===== config.mk =====
export PLATFORM = sky130hd
export DESIGN_NAME = memtrace_lane_coalescer_flat
export DESIGN_NICKNAME = d
export VERILOG_FILES = /design/src/rtl/memtrace_lane_coalescer_if.sv /design/src/rtl/memtrace_lane_coalescer.sv /design/src/flat_wrapper.sv
export SDC_FILE = /design/constraint.sdc
export NUM_CORES = 1
export LEC_CHECK = 0
export BUFFER_PORTS_ARGS = -buffer_cell sky130_fd_sc_hd__buf_2
export CAP_MARGIN = 5
export CORE_AREA = 2 2 186 188
export CTS_CLUSTER_DIAMETER = 120
export DETAILED_ROUTE_END_ITERATION = 10
export DIE_AREA = 0 0 188 190
export GPL_ROUTABILITY_DRIVEN = 0
export PLACE_DENSITY = 0.6
export SYNTH_ARGS = -nofsm -noshare
export SYNTH_HDL_FRONTEND = slang
export SYNTH_SLANG_ARGS = --single-unit
export TNS_END_PERCENT = 50

===== constraint.sdc =====
create_clock -name clock -period 9.2 [get_ports clock]
set_clock_uncertainty 0.15 [all_clocks]
set_input_delay 0.92 -clock clock [delete_from_list [all_inputs] [get_ports clock]]
set_output_delay 0.92 -clock clock [all_outputs]
set_load 0.02 [all_outputs]

===== src/rtl/memtrace_lane_coalescer_if.sv =====
// Bundle of the trace-source handshake, the merged memory request port and the status outputs
// of the lane coalescer.
//   slave  : the coalescer side (consumes trace bundles, drives memory requests and status)
//   master : the environment side (trace source + memory model)
interface memtrace_lane_coalescer_if #(
  parameter int unsigned NUM_THREADS  = 4,
  parameter int unsigned ADDR_W       = 64,
  parameter int unsigned MAX_INFLIGHT = 4
);
  localparam int unsigned CntW = $clog2(MAX_INFLIGHT + 1);

  logic [NUM_THREADS-1:0]        trace_valid;
  logic [ADDR_W*NUM_THREADS-1:0] trace_address;
  logic                          trace_finished;
  logic                          trace_ready;
  logic                          mem_req_valid;
  logic                          mem_req_ready;
  logic [ADDR_W-1:0]             mem_req_addr;
  logic [NUM_THREADS-1:0]        mem_req_mask;
  logic                          mem_resp_valid;
  logic [CntW-1:0]               inflight;
  logic                          done;
  logic                          err;

  modport slave (
    input  trace_valid, trace_address, trace_finished, mem_req_ready, mem_resp_valid,
    output trace_ready, mem_req_valid, mem_req_addr, mem_req_mask, inflight, done, err
  );

  modport master (
    output trace_valid, trace_address, trace_finished, mem_req_ready, mem_resp_valid,
    input  trace_ready, mem_req_valid, mem_req_addr, mem_req_mask, inflight, done, err
  );
endinterface


===== src/rtl/memtrace_lane_coalescer.sv =====
// Lane coalescer for memory-trace bundles.
// Accepts one per-thread request bundle at a time, merges lanes that fall in the same
// LINE_BYTES-aligned line, and issues the merged requests one per handshake on a single
// valid/ready memory port. Counts outstanding requests and raises a sticky done once the
// trace source has finished and every request has been answered.
// Ports:
//   clock, reset : clock and synchronous active-high reset
//   bus (slave)  : trace_valid/trace_address/trace_finished/trace_ready from the trace source,
//                  mem_req_valid/ready/addr/mask to memory, mem_resp_valid from memory,
//                  inflight count, sticky done and err status
module memtrace_lane_coalescer #(
  parameter int unsigned NUM_THREADS  = 4,
  parameter int unsigned ADDR_W       = 64,
  parameter int unsigned LINE_BYTES   = 64,
  parameter int unsigned MAX_INFLIGHT = 4
) (
  input  logic                      clock,
  input  logic                      reset,
  memtrace_lane_coalescer_if.slave  bus
);

  localparam int unsigned CntW = $clog2(MAX_INFLIGHT + 1);
  localparam logic [CntW-1:0]   MaxCnt   = CntW'(MAX_INFLIGHT);
  localparam logic [ADDR_W-1:0] LineMask = ~(ADDR_W'(LINE_BYTES - 1));

  typedef enum logic [1:0] {StIdle, StIssue, StDrain, StDone} state_e;

  state_e                                state_q, state_d;
  logic [NUM_THREADS-1:0][ADDR_W-1:0]    addr_q, addr_d;
  logic [NUM_THREADS-1:0]                pending_q, pending_d;
  logic                                  fin_seen_q, fin_seen_d;
  logic [CntW-1:0]                       inflight_q, inflight_d;
  logic                                  err_q, err_d;

  logic [ADDR_W-1:0]      leader_line;
  logic [NUM_THREADS-1:0] req_mask;
  logic                   req_valid;
  logic                   fire;
  logic                   retire;
  logic                   accept;

  // Leader is the lowest-index pending lane; scanning downwards lets the lowest one win.
  always_comb begin
    leader_line = '0;
    for (int g = NUM_THREADS - 1; g >= 0; g--) begin
      if (pending_q[g]) leader_line = addr_q[g] & LineMask;
    end
    req_mask = '0;
    for (int g = 0; g < NUM_THREADS; g++) begin
      req_mask[g] = pending_q[g] && ((addr_q[g] & LineMask) == leader_line);
    end
  end

  assign req_valid = !reset && (state_q == StIssue) && (inflight_q < MaxCnt);
  assign fire      = req_valid && bus.mem_req_ready;
  // A response with nothing outstanding retires nothing and only flags an error.
  assign retire    = bus.mem_resp_valid && (inflight_q != '0);
  assign accept    = !reset && (state_q == StIdle) && (|bus.trace_valid);

  always_comb begin
    inflight_d = inflight_q + CntW'(fire) - CntW'(retire);
    err_d      = err_q || (bus.mem_resp_valid && (inflight_q == '0));
  end

  always_comb begin
    state_d    = state_q;
    addr_d     = addr_q;
    pending_d  = pending_q;
    fin_seen_d = fin_seen_q;
    unique case (state_q)
      StIdle: begin
        fin_seen_d = fin_seen_q || bus.trace_finished;
        if (accept) begin
          addr_d    = bus.trace_address;
          pending_d = bus.trace_valid;
          state_d   = StIssue;
        end else if (fin_seen_d) begin
          state_d = (inflight_d == '0) ? StDone : StDrain;
        end
      end
      StIssue: begin
        if (fire) begin
          pending_d = pending_q & ~req_mask;
          if (pending_d == '0) begin
            if (!fin_seen_q)              state_d = StIdle;
            else if (inflight_d == '0)    state_d = StDone;
            else                          state_d = StDrain;
          end
        end
      end
      StDrain: begin
        if (inflight_d == '0) state_d = StDone;
      end
      StDone: begin
        state_d = StDone;
      end
      default: state_d = StIdle;
    endcase
  end

  always_ff @(posedge clock) begin
    if (reset) begin
      state_q    <= StIdle;
      addr_q     <= '0;
      pending_q  <= '0;
      fin_seen_q <= 1'b0;
      inflight_q <= '0;
      err_q      <= 1'b0;
    end else begin
      state_q    <= state_d;
      addr_q     <= addr_d;
      pending_q  <= pending_d;
      fin_seen_q <= fin_seen_d;
      inflight_q <= inflight_d;
      err_q      <= err_d;
    end
  end

  assign bus.trace_ready   = !reset && (state_q == StIdle);
  assign bus.mem_req_valid = req_valid;
  assign bus.mem_req_addr  = leader_line;
  assign bus.mem_req_mask  = req_mask;
  assign bus.inflight      = inflight_q;
  assign bus.done          = (state_q == StDone);
  assign bus.err           = err_q;

endmodule


===== src/flat_wrapper.sv =====
// flat-port wrapper written by rule: the top's interface ports become plain ports
module memtrace_lane_coalescer_flat 
#(
  parameter int unsigned NUM_THREADS  = 4,
  parameter int unsigned ADDR_W       = 64,
  parameter int unsigned LINE_BYTES   = 64,
  parameter int unsigned MAX_INFLIGHT = 4
)
  (clock, reset, bus_trace_valid, bus_trace_address, bus_trace_finished, bus_mem_req_ready, bus_mem_resp_valid, bus_trace_ready, bus_mem_req_valid, bus_mem_req_addr, bus_mem_req_mask, bus_inflight, bus_done, bus_err);
  memtrace_lane_coalescer_if #(.NUM_THREADS(NUM_THREADS), .ADDR_W(ADDR_W), .MAX_INFLIGHT(MAX_INFLIGHT)) bus_i ();
  input  logic clock;
  input  logic reset;
  input wire logic [$bits(bus_i.trace_valid)-1:0] bus_trace_valid;
  input wire logic [$bits(bus_i.trace_address)-1:0] bus_trace_address;
  input wire logic [$bits(bus_i.trace_finished)-1:0] bus_trace_finished;
  input wire logic [$bits(bus_i.mem_req_ready)-1:0] bus_mem_req_ready;
  input wire logic [$bits(bus_i.mem_resp_valid)-1:0] bus_mem_resp_valid;
  output wire logic [$bits(bus_i.trace_ready)-1:0] bus_trace_ready;
  output wire logic [$bits(bus_i.mem_req_valid)-1:0] bus_mem_req_valid;
  output wire logic [$bits(bus_i.mem_req_addr)-1:0] bus_mem_req_addr;
  output wire logic [$bits(bus_i.mem_req_mask)-1:0] bus_mem_req_mask;
  output wire logic [$bits(bus_i.inflight)-1:0] bus_inflight;
  output wire logic [$bits(bus_i.done)-1:0] bus_done;
  output wire logic [$bits(bus_i.err)-1:0] bus_err;
  assign bus_i.trace_valid = bus_trace_valid;
  assign bus_i.trace_address = bus_trace_address;
  assign bus_i.trace_finished = bus_trace_finished;
  assign bus_i.mem_req_ready = bus_mem_req_ready;
  assign bus_i.mem_resp_valid = bus_mem_resp_valid;
  assign bus_trace_ready = bus_i.trace_ready;
  assign bus_mem_req_valid = bus_i.mem_req_valid;
  assign bus_mem_req_addr = bus_i.mem_req_addr;
  assign bus_mem_req_mask = bus_i.mem_req_mask;
  assign bus_inflight = bus_i.inflight;
  assign bus_done = bus_i.done;
  assign bus_err = bus_i.err;
  memtrace_lane_coalescer #(.NUM_THREADS(NUM_THREADS), .ADDR_W(ADDR_W), .LINE_BYTES(LINE_BYTES), .MAX_INFLIGHT(MAX_INFLIGHT)) u_core (.clock(clock), .reset(reset), .bus(bus_i));
endmodule

-- Word-level counts from Yosys, hierarchy flattened
Index checks and enable logic that the tools add are counted.
- flip-flop bits (word level): 267
- input port bits: 265
- output and inout bits: 75
- word-level logic and storage cells: 65
- add/sub/neg operators: 2
- magnitude comparators: 1
- equality and inequality tests: 12
- mux-type cells: 15
- bitwise gates (word level): 2
- reduce and logical (&&, ||, !) cells: 24
- operators by type and width (kind ; count):
    64-bit equality test ; 4
    64-bit 2-to-1 mux ; 4
    2-bit 2-to-1 mux ; 6
    1-bit logical AND ; 11
    4-bit 2-to-1 mux ; 2
    2-bit case mux with 4 select lines ; 1
    4-bit case mux with 2 select lines ; 1
    3-bit zero test ; 2
    2-bit by 1-bit inequality test with 1-bit output, second input constant ; 3
    4-bit bitwise AND ; 1
    2-bit equality test, second input constant ; 2
    4-bit zero test ; 1
    4-bit inverter ; 1
    4-bit AND reduction ; 1
    4-bit OR reduction ; 1
    3-bit by 1-bit adder with 3-bit output ; 1
    3-bit less-than comparator, second input constant ; 1
    3-bit by 2-bit inequality test with 1-bit output, second input constant ; 1
    3-bit AND reduction ; 1
    3-bit nonzero test ; 1
    3-bit by 1-bit subtractor with 3-bit output ; 1
    2-bit by 1-bit equality test with 1-bit output, second input constant ; 1
    2-bit zero test ; 1
    1-bit logical OR ; 2
    5 further kinds ; 5

-- Logic depth before layout (Yosys ltp)
Gate-level depths: netlist (run 1).
- depth in word-level cells: 12
- depth in mapped cells: 13
- depth with buffers taken out: 12

-- Worst setup path before layout (run 1)
OpenSTA, ideal clock, no wires.
- kind: register to output
- start point: register u_core.pending_q[2]
- end point: output bus_mem_req_mask[3]
- data arrival time: 3262 ps
- required time: 8130 ps
- setup slack: 4868 ps
- stages on the path, launching flop included: 10
- buffers on the path: 2
- cells stage by stage: dfxtp_1 buf_6 buf_6 nand3b_4 a222oi_1 o221ai_1 nor4_1 nor4b_2 nand4_1 nor4_1
- word-level cells in the longest chain between the ends: 5
- ends and longest elaborated chain (what ; line ; source):
    start: declaration ; memtrace_lane_coalescer.sv:30 ; logic [NUM_THREADS-1:0] pending_q, pending_d;
    start signal: assignment ; memtrace_lane_coalescer.sv:112 ; pending_q <= pending_d;
    64-bit 2-to-1 mux (3 in a row) ; memtrace_lane_coalescer.sv:46 ; if (pending_q[g]) leader_line = addr_q[g] & LineMask;
    named net bus_mem_req_addr[34] ; flat_wrapper.sv:20 ; output wire logic [$bits(bus_i.mem_req_addr)-1:0] bus_mem_req_addr;
    64-bit equality test ; memtrace_lane_coalescer.sv:50 ; req_mask[g] = pending_q[g] && ((addr_q[g] & LineMask) == leader_line);
    1-bit logical AND ; memtrace_lane_coalescer.sv:50 ;
    end: declaration ; flat_wrapper.sv:21 ; output wire logic [$bits(bus_i.mem_req_mask)-1:0] bus_mem_req_mask;
The timed path passes the listed nets, and every way through them passes these cells.

-- Worst setup path in the final report (run 1)
- start point: register u_core.pending_q[0]
- end point: output bus_mem_req_mask[3]
- word-level cells in the longest chain between the ends: 3
- ends and longest elaborated chain (what ; line):
    64-bit 2-to-1 mux ; memtrace_lane_coalescer.sv:46
    64-bit equality test ; memtrace_lane_coalescer.sv:50
    1-bit logical AND ; memtrace_lane_coalescer.sv:50
Every way passes these cells.

==> key figures, run 1 <==
Detailed routing
  – Initial drt markers: ~1600
  – Final WL: 53.2 mm
  – Post-detailed-route count of antenna-violating nets: 0
  – Vias/cell: about 5.6
  – Residual DRC: 0
  – DR WL/cell: 21.6 µm
  – Vias: 13800
  – Drt first pass iters: 8

STA
  – Period utilization: a little over two thirds
  – Final setup viols: 0
  – Unrepaired setup endpoints after global routing: false
  – Final worst slack: 2.77 ns
  – Slew HR: about 16%
  – Worst hold slack: 0.312 ns
  – Final min period: approximately 6.4 ns
  – F_max: between 150 and 200 MHz
  – Setup TNS: 0 ns
  – Worst Tran Pin Value: around 1.3 ns
  – Final Hold Fails: 0
  – Slew Limit Fails: 0

Global routing
  – Largest net degree at the start of global routing: approximately 280
  – GR Util All Layers: about 29%
  – Initial antenna violation count: 0
  – First-pass GRT wire length: 77.7 mm
  – Residual overflow from global routing: 0
  – Vias in the first global route: 12700

Synth
  – Synth Flop Type: dfxtp_1
  – Flops & latches, synth: 243
  – Synthesized cell area: between 0.01 and 0.015 mm²
  – Sequential cell area fraction in the yosys report: 36.5%
  – Post-synth top area share: approximately 37%
  – Synthesis Warnings: 0
  – Commonest cells post-synth: nand2_1, dfxtp_1, o21ai_0, clkbuf_1, xnor2_1
  – Post-synth EDFFs: 0
  – Ys async rst share: 0%
  – Yosys cell types: 76
  – Main area contributors after synthesis: dfxtp_1, nand2_1, o21ai_0
  – Mean Syn Cell Area: ~7.5 µm²
  – Post-synth top area cell: dfxtp_1
  – Top-count cell post-synth: nand2_1
  – Synth Instances: between 1500 and 2000

Worst hold path
  – Worst hold path class: flip-flop to flip-flop

Clocking
  – Post-CTS Hold Buffers: 0
  – CTS tree: done
  – Setup bufs post-CTS: 0
  – Clock-pin slew on the worst setup and hold paths: ~0.060 ns
  – CTS H-tree depth: 1
  – Clock Sink Count: 243
  – Root Driver: clkbuf_16
  – Clock Path Buffers: 3
  – CTS buffer count: 27
  – Clk_lat worst skew: 0.56 ns
  – Post-CTS sizing: 0

Power
  – Switching part of the total: about 45%
  – Combinational power share: between 40% and 50%
  – P_int: about 3 mW
  – Sw Pwr: 2.41 mW
  – Worst vdd ir: approximately 0.17 mV
  – PD cells: roughly 340 mW/mm²
  – Sequential share of power: about a third
  – Leak pwr: 6.69 nW
  – Clk network pwr share: a little under a quarter

Setup path
  – Crit-path max cell delay: slightly below 1 ns
  – WP data arrival: between 5 and 6 ns
  – Buf/Inv on CP: 2
  – CP delay by family, top: simple AND/OR/NAND/NOR gates
  – Max stage delay cell, worst path: dfxtp_2
  – CP Data Required Time: 8.13 ns
  – Startpoint types: flip-flop
  – Kind of critical path: flip-flop to primary output
  – CP endpoint kind: primary output
  – Sequence of cells on the critical path: nor2b_1 > buf_4 > a222oi_1 > o221ai_1 > nor4_1 > nor4b_2 > nand4_1 > nor4_1 > buf_2
  – Crit-path max FO: 50
  – Cell mode on critical path: nor4_1

Placed design
  – DP Wirelength: 39.9 mm
  – Input/output buffers: 309
  – Pre-CTS worst setup slack: roughly 3.5 ns

Die
  – IO Count: 340
  – Initial Util: just under 40%
  – Total Die Area: about 0.036 mm²
  – Core Region: ~0.034 mm²
  – Die height: about 190 µm
  – Die width: ~190 µm
  – Placement row count: slightly below 70

Outcome
  – Status: finished, final reports clean

Final layout
  – Fin nets: about 2300
  – N_diodes: 0
  – Area growth syn-to-layout: 20.4%
  – # fillers: between 3000 and 4000
  – Storage element area: around 0.005 mm²
  – Area of the multi-input gates: between 0.007 and 0.008 mm²
  – Share of layout cells above drive strength 1: between 10% and 20%

Run
  – Max-Cap Viols: 0
-- placed cells by master (no fill, tap or decap), types with 8 or more instances in the layout --
master and count:
clkbuf_8 8, nand2_1 477, buf_2 309, nor3_1 18
nand3_1 13, o31ai_1 46, clkbuf_16 27, o22ai_1 31
xor2_1 79, xnor2_1 82, a31oi_1 13, nand2b_1 12
nor2_1 25, nand3b_1 39, nand4_1 14, o21ai_0 209
nor4_1 25, a221oi_1 28, and3_1 10, dfxtp_1 240
nor2b_1 30, a211oi_1 27, inv_1 54, a21oi_1 36
buf_4 13
-- kinds of logic (layout without fill, tap and decap cells) --
| logic type | Yosys count | count (layout) | synth area share (%) |
|---|---|---|---|
| buf+inv | 194 | 428 | 6.00 |
| mux | 1 | 1 | 0.0752 |
| xor+xnor | 161 | 161 | 10.6 |
| compound gates | 463 | 463 | 22.2 |
| other cells | 1 | 6 | 0.0282 |
| fa+ha+maj | 3 | 3 | 0.338 |
| simple gates | 703 | 703 | 24.2 |
| flops | 243 | 243 | 36.5 |
-- routing by layer --
layer  track usage (%)  part of all wire, %
met1              37.7                   41
met2              45.2                   44
met3              6.09                   10
met4              12.4                  4.8
met5                 0                    0
-- power groups by stage --
| stage | clock network (mW) | logic (mW) | registers [mW] |
|---|---|---|---|
| 5_1_grt | 1.32 | 2.50 | 1.81 |
| 3_3_place_gp | 0 | 2.26 | 1.77 |
| 2_1_floorplan | 0 | 1.58 | 1.59 |
| 6_report | 1.26 | 2.33 | 1.79 |
| 3_5_place_dp | 0 | 2.28 | 1.78 |
| 4_1_cts | 1.27 | 2.29 | 1.76 |
-- per-stage QoR --
step	cells	util (%)	cell area, µm²	total power [mW]
after floorplan	1774	-	13300	3.17
after global placement	2414	44.2	15000	4.03
after global routing	2463	47.2	16000	5.62
after detailed placement	2414	44.2	15000	4.06
after CTS	2463	47.2	16000	5.32
final	2463	47.2	16000	5.38
-- final timing paths --
kind                                                       start                              to  slack, ns  cells after the start
worst max-delay path            u_core.pending_q[0]$_SDFFE_PP0P_             bus_mem_req_mask[3]       2.77                      9
worst min-delay path              u_core.addr_q[61]$_SDFFE_PP0P_  u_core.addr_q[61]$_SDFFE_PP0P_       0.31                      2
worst max register to register  u_core.pending_q[0]$_SDFFE_PP0P_  u_core.state_q[0]$_SDFFE_PP0P_       4.12                     10
worst min register to register    u_core.addr_q[61]$_SDFFE_PP0P_  u_core.addr_q[61]$_SDFFE_PP0P_       0.31                      2
-- worst register-to-register path: cells and delay by family, from the launching register on --
family / cells / cell delay (ns)
AND/OR/NAND/NOR: 5 / 1.84
buffers and inverters: 1 / 0.34
AO/OA/AOI/OAI: 4 / 1.68
flip-flops: 1 / 0.98
-- flip-flops by register name (all words and copies together) (netlist names) --
signal               count
u_core.bus.err           1
u_core.state_q           2
u_core.addr_q          232
u_core.bus.inflight      3
u_core.pending_q         4
u_core.fin_seen_q        1
-- layout make-up --
cell class | instances | area share, %
Multi-Input combinational cell | 1337 | 47.9
Sequential cell | 243 | 30.4
Timing Repair Buffer | 323 | 10.4
Clock buffer | 35 | 4.90
Tap cell | 455 | 3.55
Clock inverter | 14 | 1.60
Inverter | 56 | 1.33
No activity file was read; power rests on OpenSTA's default activity.
==> inputs of run 2 (changes only) <==
Settings changed: PLACE_DENSITY 0.6 to 0.63.
Clock period 9.2 ns to 5.24 ns, I/O delays scaled along.
==> key figures, run 2 (synthesis results as in run 1) <==
Outcome
  – Status: finished, final reports clean

STA
  – Worst Tran Pin Value: 0.937 ns (-0.326 ns)
  – Slew HR: 37.5% (+22 points)
  – F_max: ~190 MHz
  – Unrepaired setup endpoints after global routing: false
  – Period utilization: between 90 and 100%
  – Final setup viols: 0 (unchanged)
  – Setup TNS: 0 ns (unchanged)
  – Final worst slack: 0.0612 ns (-2.71 ns)
  – Final Hold Fails: 0 (unchanged)
  – Final min period: 5.18 ns
  – Slew Limit Fails: 0 (unchanged)

Detailed routing
  – Initial drt markers: 1450 (-8.7%)
  – Drt first pass iters: 5 (-3)
  – Post-detailed-route count of antenna-violating nets: 0 (unchanged)
  – DR WL/cell: 21.7 µm (+0.46%)
  – Residual DRC: 0 (unchanged)
  – Vias: 14100 (+2.0%)
  – Vias/cell: 5.68 (+1.4%)
  – Final WL: 53.8 mm (+1.1%)

Global routing
  – Largest net degree at the start of global routing: 124 (-56%)
  – Vias in the first global route: 13000 (+2.7%)
  – Initial antenna violation count: 0 (unchanged)
  – GR Util All Layers: 29.0% (+0.39 points)
  – Residual overflow from global routing: 0 (unchanged)
  – First-pass GRT wire length: 78.8 mm (+1.4%)

Clocking
  – Setup bufs post-CTS: 0 (unchanged)
  – CTS tree: done
  – CTS buffer count: 27 (unchanged)
  – Clock Path Buffers: 3 (unchanged)
  – Clk_lat worst skew: 0.55 ns (about the same)
  – Clock-pin slew on the worst setup and hold paths: 0.07 ns (about the same)
  – Clock Sink Count: 243 (unchanged)
  – Root Driver: clkbuf_16
  – CTS H-tree depth: 1 (unchanged)

Final layout
  – Leading cell type in the layout, fill and taps excluded: nand2_1
  – Largest reg by FF count: u_core.addr_q
  – N_diodes: 0 (unchanged)
  – # fillers: 3397 (-1.5%)
  – Commonest non-fill, non-tap cells in the layout: nand2_1, buf_2, dfxtp_1
  – Flip-flop count of the largest register after layout: 232 (unchanged)
  – Finished Cell Area: 0.0161 mm² (+0.39%)
  – Share of layout cells above drive strength 1: 19.9% (+0.55 points)
  – Fin nets: 2274 (+0.80%)
  – Area growth syn-to-layout: 20.9%

Setup path
  – Buf/Inv on CP: 1 (-1)
  – CP Data Required Time: 4.57 ns (-3.56 ns)
  – Reg-to-Reg Start: u_core.pending_q[1]$_SDFFE_PP0P_
  – Setup slack, reg-to-reg: 1.02 ns (-3.10 ns)
  – FF-to-FF End: u_core.state_q[0]$_SDFFE_PP0P_
  – WP data arrival: 4.50 ns (-0.86 ns)
  – Crit-path max cell delay: 0.66 ns (-0.32 ns)
  – Startpoint types: flip-flop
  – Sequence of cells on the critical path: nand2b_1 > o21ai_0 > mux2i_1 > o311ai_0 > nor4_1 > nand4_1 > nor4_1 > buf_2
  – CP delay by family, top: simple AND/OR/NAND/NOR gates
  – Crit-path max FO: 14 (-72%)
  – Max stage delay cell, worst path: dfxtp_1
  – CP endpoint kind: primary output
  – Worst reg-to-reg path cell count: 9 (-1)
  – Kind of critical path: flip-flop to primary output
  – Cell mode on critical path: nor4_1

Run
  – Max-Cap Viols: 0 (unchanged)

Die
  – Placement row count: 68 (unchanged)
  – IO Count: 340 (unchanged)
  – Initial Util: 39.2% (unchanged)
  – Core Region: 0.0339 mm² (unchanged)
  – Die height: 190 µm (unchanged)
  – Total Die Area: 0.0357 mm² (unchanged)
  – Die width: 188 µm (unchanged)

Placed design
  – Pre-CTS worst setup slack: 0.837 ns (-2.67 ns)
  – Placement Cell Area: 0.0152 mm² (+1.2%)
  – DP Wirelength: 41.2 mm (+3.2%)
  – Input/output buffers: 309 (unchanged)

Worst hold path
  – Worst hold start: bus_trace_address[178]
  – Worst hold path class: primary input to flip-flop
  – Worst-case hold path end point: u_core.addr_q[178]$_SDFFE_PP0P_
  – Hold path cells: 3 (+1)

Power
  – PD cells: 578 mW/mm² (+72%)
  – Worst vdd ir: 0.305 mV (+82%)
  – Total power draw: 9.30 mW (+73%)
  – Leak pwr: 6.74 nW (+0.79%)
[run 2: area by class of cell]
| class | count | area [µm²] | area share [%] |
|---|---|---|---|
| repair buffers | 341 | 1850 | 11.5 |
| inverters | 56 | 213 | 1.32 |
| well taps | 455 | 569 | 3.54 |
| flip-flops and latches | 243 | 4870 | 30.3 |
| clock inverters | 11 | 138 | 0.855 |
| multi-input cells | 1337 | 7680 | 47.7 |
| clock buffers | 35 | 776 | 4.82 |
[run 2: worst max-delay path by stage]
stage | start | endpoint | depth (start not counted)
final | u_core.pending_q[1]$_SDFFE_PP0P_ | bus_mem_req_mask[2] | 8
after CTS | u_core.pending_q[1]$_SDFFE_PP0P_ | bus_mem_req_mask[2] | 8
after detailed placement | u_core.pending_q[3]$_SDFFE_PP0P_ | bus_mem_req_mask[2] | 9
after global placement | u_core.pending_q[3]$_SDFFE_PP0P_ | bus_mem_req_mask[2] | 8
after floorplan | u_core.pending_q[2]$_SDFFE_PP0P_ | bus_mem_req_mask[3] | 9
after global routing | u_core.pending_q[2]$_SDFFE_PP0P_ | bus_mem_req_mask[2] | 9
[run 2: through the flow]
step | utilization, % | std cells | hold slack (ns)
after floorplan | - | 1774 | 0.281
after global placement | 44.7 | 2432 | 0.300
after detailed placement | 44.7 | 2432 | 0.305
after CTS | 47.4 | 2478 | 0.0126
after global routing | 47.4 | 2478 | 0.0319
final | 47.4 | 2478 | 0.0268
[run 2: where the power goes]
part	total (mW)	internal [mW]	switching, mW
clock network	1.96	1.18	0.783
logic	4.14	1.50	2.63
registers	3.20	2.39	0.811
[run 2: worst reg2reg max path, stage by stage, from the launching register on]
cell      delay, ns
dfxtp_1        0.66
nand2b_1       0.62
o21ai_0        0.66
mux2i_1        0.29
o311ai_0       0.23
nor4_1         0.46
nand4_1        0.21
o31ai_1        0.45
nand4_1        0.15
a31o_1         0.23
[run 2: timing repair]
action | 4_1_cts | 5_1_grt
endpoints found under the setup margin | 0 | 2
hold buffers | 0 | 0
resized for setup | 0 | 2
[run 2: routing by layer]
layer  GRT usage, %  vias up  routed length [µm]  share of wire (%)
li1               -     6611                   -                  -
met1           38.0     6512               22000                 41
met2           44.2      781               23000                 43
met3           7.62      172                5930                 11
met4           14.3        0                2910                5.4
met5              0        -                   0                  0
==> inputs of run 3 (changes only) <==
Settings changed: CORE_AREA 2 2 186 188 to 2 2 168 170, CTS_CLUSTER_SIZE set to 8, DIE_AREA 0 0 188 190 to 0 0 170 172, PLACE_DENSITY 0.63 to 0.75.
==> key figures, run 3 (synthesis results as in run 1) <==
Clocking
  – Clock Sink Count: 243 (unchanged)
  – Clock-pin slew on the worst setup and hold paths: 0.06 ns (about the same)
  – Clk_lat worst skew: 0.52 ns (-0.03 ns)
  – CTS buffer count: 36 (+33%)
  – Setup bufs post-CTS: 0 (unchanged)
  – CTS H-tree depth: 2 (+1)
  – Root Driver: clkbuf_16
  – Clock Path Buffers: 3 (unchanged)
  – CTS tree: done
  – Post-CTS Hold Buffers: 0 (unchanged)
  – Post-CTS sizing: 0 (unchanged)

Final layout
  – Fin nets: 2282 (+0.35%)
  – Leading cell type in the layout, fill and taps excluded: nand2_1
  – Share of layout cells above drive strength 1: 19.6% (-0.28 points)
  – N_diodes: 0 (unchanged)
  – Area growth syn-to-layout: 19.8%
  – Commonest non-fill, non-tap cells in the layout: nand2_1, buf_2, dfxtp_1
  – Largest reg by FF count: u_core.addr_q
  – Flip-flop count of the largest register after layout: 232 (unchanged)
  – # fillers: 2561 (-25%)

Setup path
  – WP data arrival: 4.53 ns (+0.03 ns)
  – FF-to-FF End: u_core.state_q[0]$_SDFFE_PP0P_
  – Startpoint types: flip-flop
  – Crit-path max FO: 93 (+79)
  – Worst reg-to-reg path cell count: 10 (+1)
  – Setup slack, reg-to-reg: 1.05 ns (+0.03 ns)
  – Kind of critical path: flip-flop to primary output
  – CP Data Required Time: 4.57 ns (about the same)
  – Reg-to-Reg Start: u_core.pending_q[2]$_SDFFE_PP0P_
  – CP endpoint kind: primary output

Die
  – Placement row count: 61 (-10%)
  – Core Region: 0.0275 mm² (-19%)
  – Initial Util: 48.5% (+9.2 points)
  – Total Die Area: 0.0292 mm² (-18%)
  – IO Count: 340 (unchanged)
  – Die height: 172 µm (-9.5%)
  – Die width: 170 µm (-9.6%)

Global routing
  – Initial antenna violation count: 0 (unchanged)
  – GR Util All Layers: 33.8% (+4.8 points)
  – Busiest grt layer: met2
  – GR Util met2: 50.3% (+6.1 points)
  – Largest net degree at the start of global routing: 230 (+85%)
  – GR Layer Usage met3: 8.65% (+1.0 points)
  – GR Layer Usage met1: 44.5% (+6.5 points)
  – Residual overflow from global routing: 0 (unchanged)
  – First-pass GRT wire length: 74.7 mm (-5.2%)
  – Vias in the first global route: 12800 (-1.9%)

Power
  – Combinational power share: 44.1% (-0.4 points)
  – Worst vdd ir: 0.238 mV (-22%)
  – Clk network pwr share: 21.7% (+0.6 points)
  – PD cells: 584 mW/mm² (+1.1%)
  – Leak pwr: 6.73 nW (-0.21%)
  – Sequential share of power: 34.3% (about the same)
  – P_int: 5.10 mW (+0.60%)
  – Sw Pwr: 4.22 mW (-0.11%)
  – Switching part of the total: 45.3% (-0.18 points)

Detailed routing
  – Vias: 14300 (+1.7%)
  – Residual DRC: 0 (unchanged)
  – DR WL/cell: 21.7 µm (about the same)
  – Drt first pass iters: 8 (+3)
  – Vias/cell: 6.06 (+6.7%)
  – Final WL: 51.3 mm (-4.7%)
  – Post-detailed-route count of antenna-violating nets: 0 (unchanged)
  – Initial drt markers: 2102 (+45%)

Placed design
  – Input/output buffers: 309 (unchanged)
  – DP Wirelength: 38.1 mm (-7.6%)

Worst hold path
  – Worst-case hold path end point: u_core.addr_q[61]$_SDFFE_PP0P_
  – Worst hold path class: primary input to flip-flop
  – Hold path cells: 3 (unchanged)
  – Worst hold start: bus_trace_address[61]

Run
  – Max-Cap Viols: 0 (unchanged)

STA
  – Unrepaired setup endpoints after global routing: false
  – Setup TNS: 0 ns (unchanged)
  – Slew Limit Fails: 0 (unchanged)
  – Worst hold slack: 0.0552 ns (+0.0285 ns)
  – Slew HR: 32.6% (-4.9 points)
  – Final Hold Fails: 0 (unchanged)
  – Final min period: 5.21 ns (+0.0294 ns)
  – Period utilization: 99.4% (+0.56 points)
  – Final setup viols: 0 (unchanged)
  – Worst Tran Pin Value: 1.01 ns (+0.0741 ns)
  – F_max: 192 MHz (-0.56%)

Outcome
  – Status: finished, final reports clean
-- run 3: worst max-delay path, cell delays in order (launching register included) --
cell       delay, ns
dfxtp_4         0.98
nor2b_1         0.10
buf_4           0.26
a221oi_1        0.63
o21ba_2         0.30
o2111ai_1       0.11
nor4_1          0.42
nand4_1         0.23
nor4_1          0.68
buf_2           0.29
-- run 3: layout make-up --
class	instances	area [µm²]	area share, %
Clock buffer	37	905	5.67
Sequential cell	243	4870	30.5
Tap cell	346	433	2.71
Multi-Input combinational cell	1337	7680	48.1
Clock inverter	3	32.5	0.204
Timing Repair Buffer	340	1830	11.5
Inverter	56	213	1.33
-- run 3: worst max path at each step --
stage	slack, ns	start	to
after floorplan	1.30	u_core.pending_q[2]$_SDFFE_PP0P_	bus_mem_req_mask[3]
after global placement	0.96	u_core.pending_q[2]$_SDFFE_PP0P_	bus_mem_req_mask[2]
after detailed placement	0.92	u_core.pending_q[2]$_SDFFE_PP0P_	bus_mem_req_mask[2]
after CTS	0.36	u_core.pending_q[2]$_SDFFE_PP0P_	bus_mem_req_mask[2]
after global routing	0.07	u_core.pending_q[2]$_SDFFE_PP0P_	bus_mem_req_mask[3]
final	0.03	u_core.pending_q[2]$_SDFFE_PP0P_	bus_mem_req_mask[2]
-- run 3: power by group through the flow --
stage	combinational, mW	sequential (mW)	clock [mW]
floorplan	2.77	2.79	0
global placement	3.92	3.13	0
detailed placement	3.97	3.15	0
CTS	3.99	3.12	2.03
global route	4.39	3.21	2.11
finish	4.11	3.19	2.02
-- run 3: per-layer routing --
metal  up-vias  routed length, µm
met5         -                  0
met4         0               3560
met3       228               6290
met2       949              21200
met1      6529              20200
li1       6611                  -
-- run 3: per-stage QoR --
step | instance area (µm²) | cells | setup slack, ns | total power [mW] | utilization (%)
4_1_cts | 16000 | 2362 | 0.361 | 9.14 | 58.1
3_5_place_dp | 15000 | 2322 | 0.923 | 7.12 | 54.7
6_report | 16000 | 2362 | 0.0318 | 9.33 | 58.1
3_3_place_gp | 15000 | 2322 | 0.964 | 7.05 | 54.7
2_1_floorplan | 13300 | 1774 | 1.30 | 5.56 | -
5_1_grt | 16000 | 2362 | 0.0665 | 9.70 | 58.1
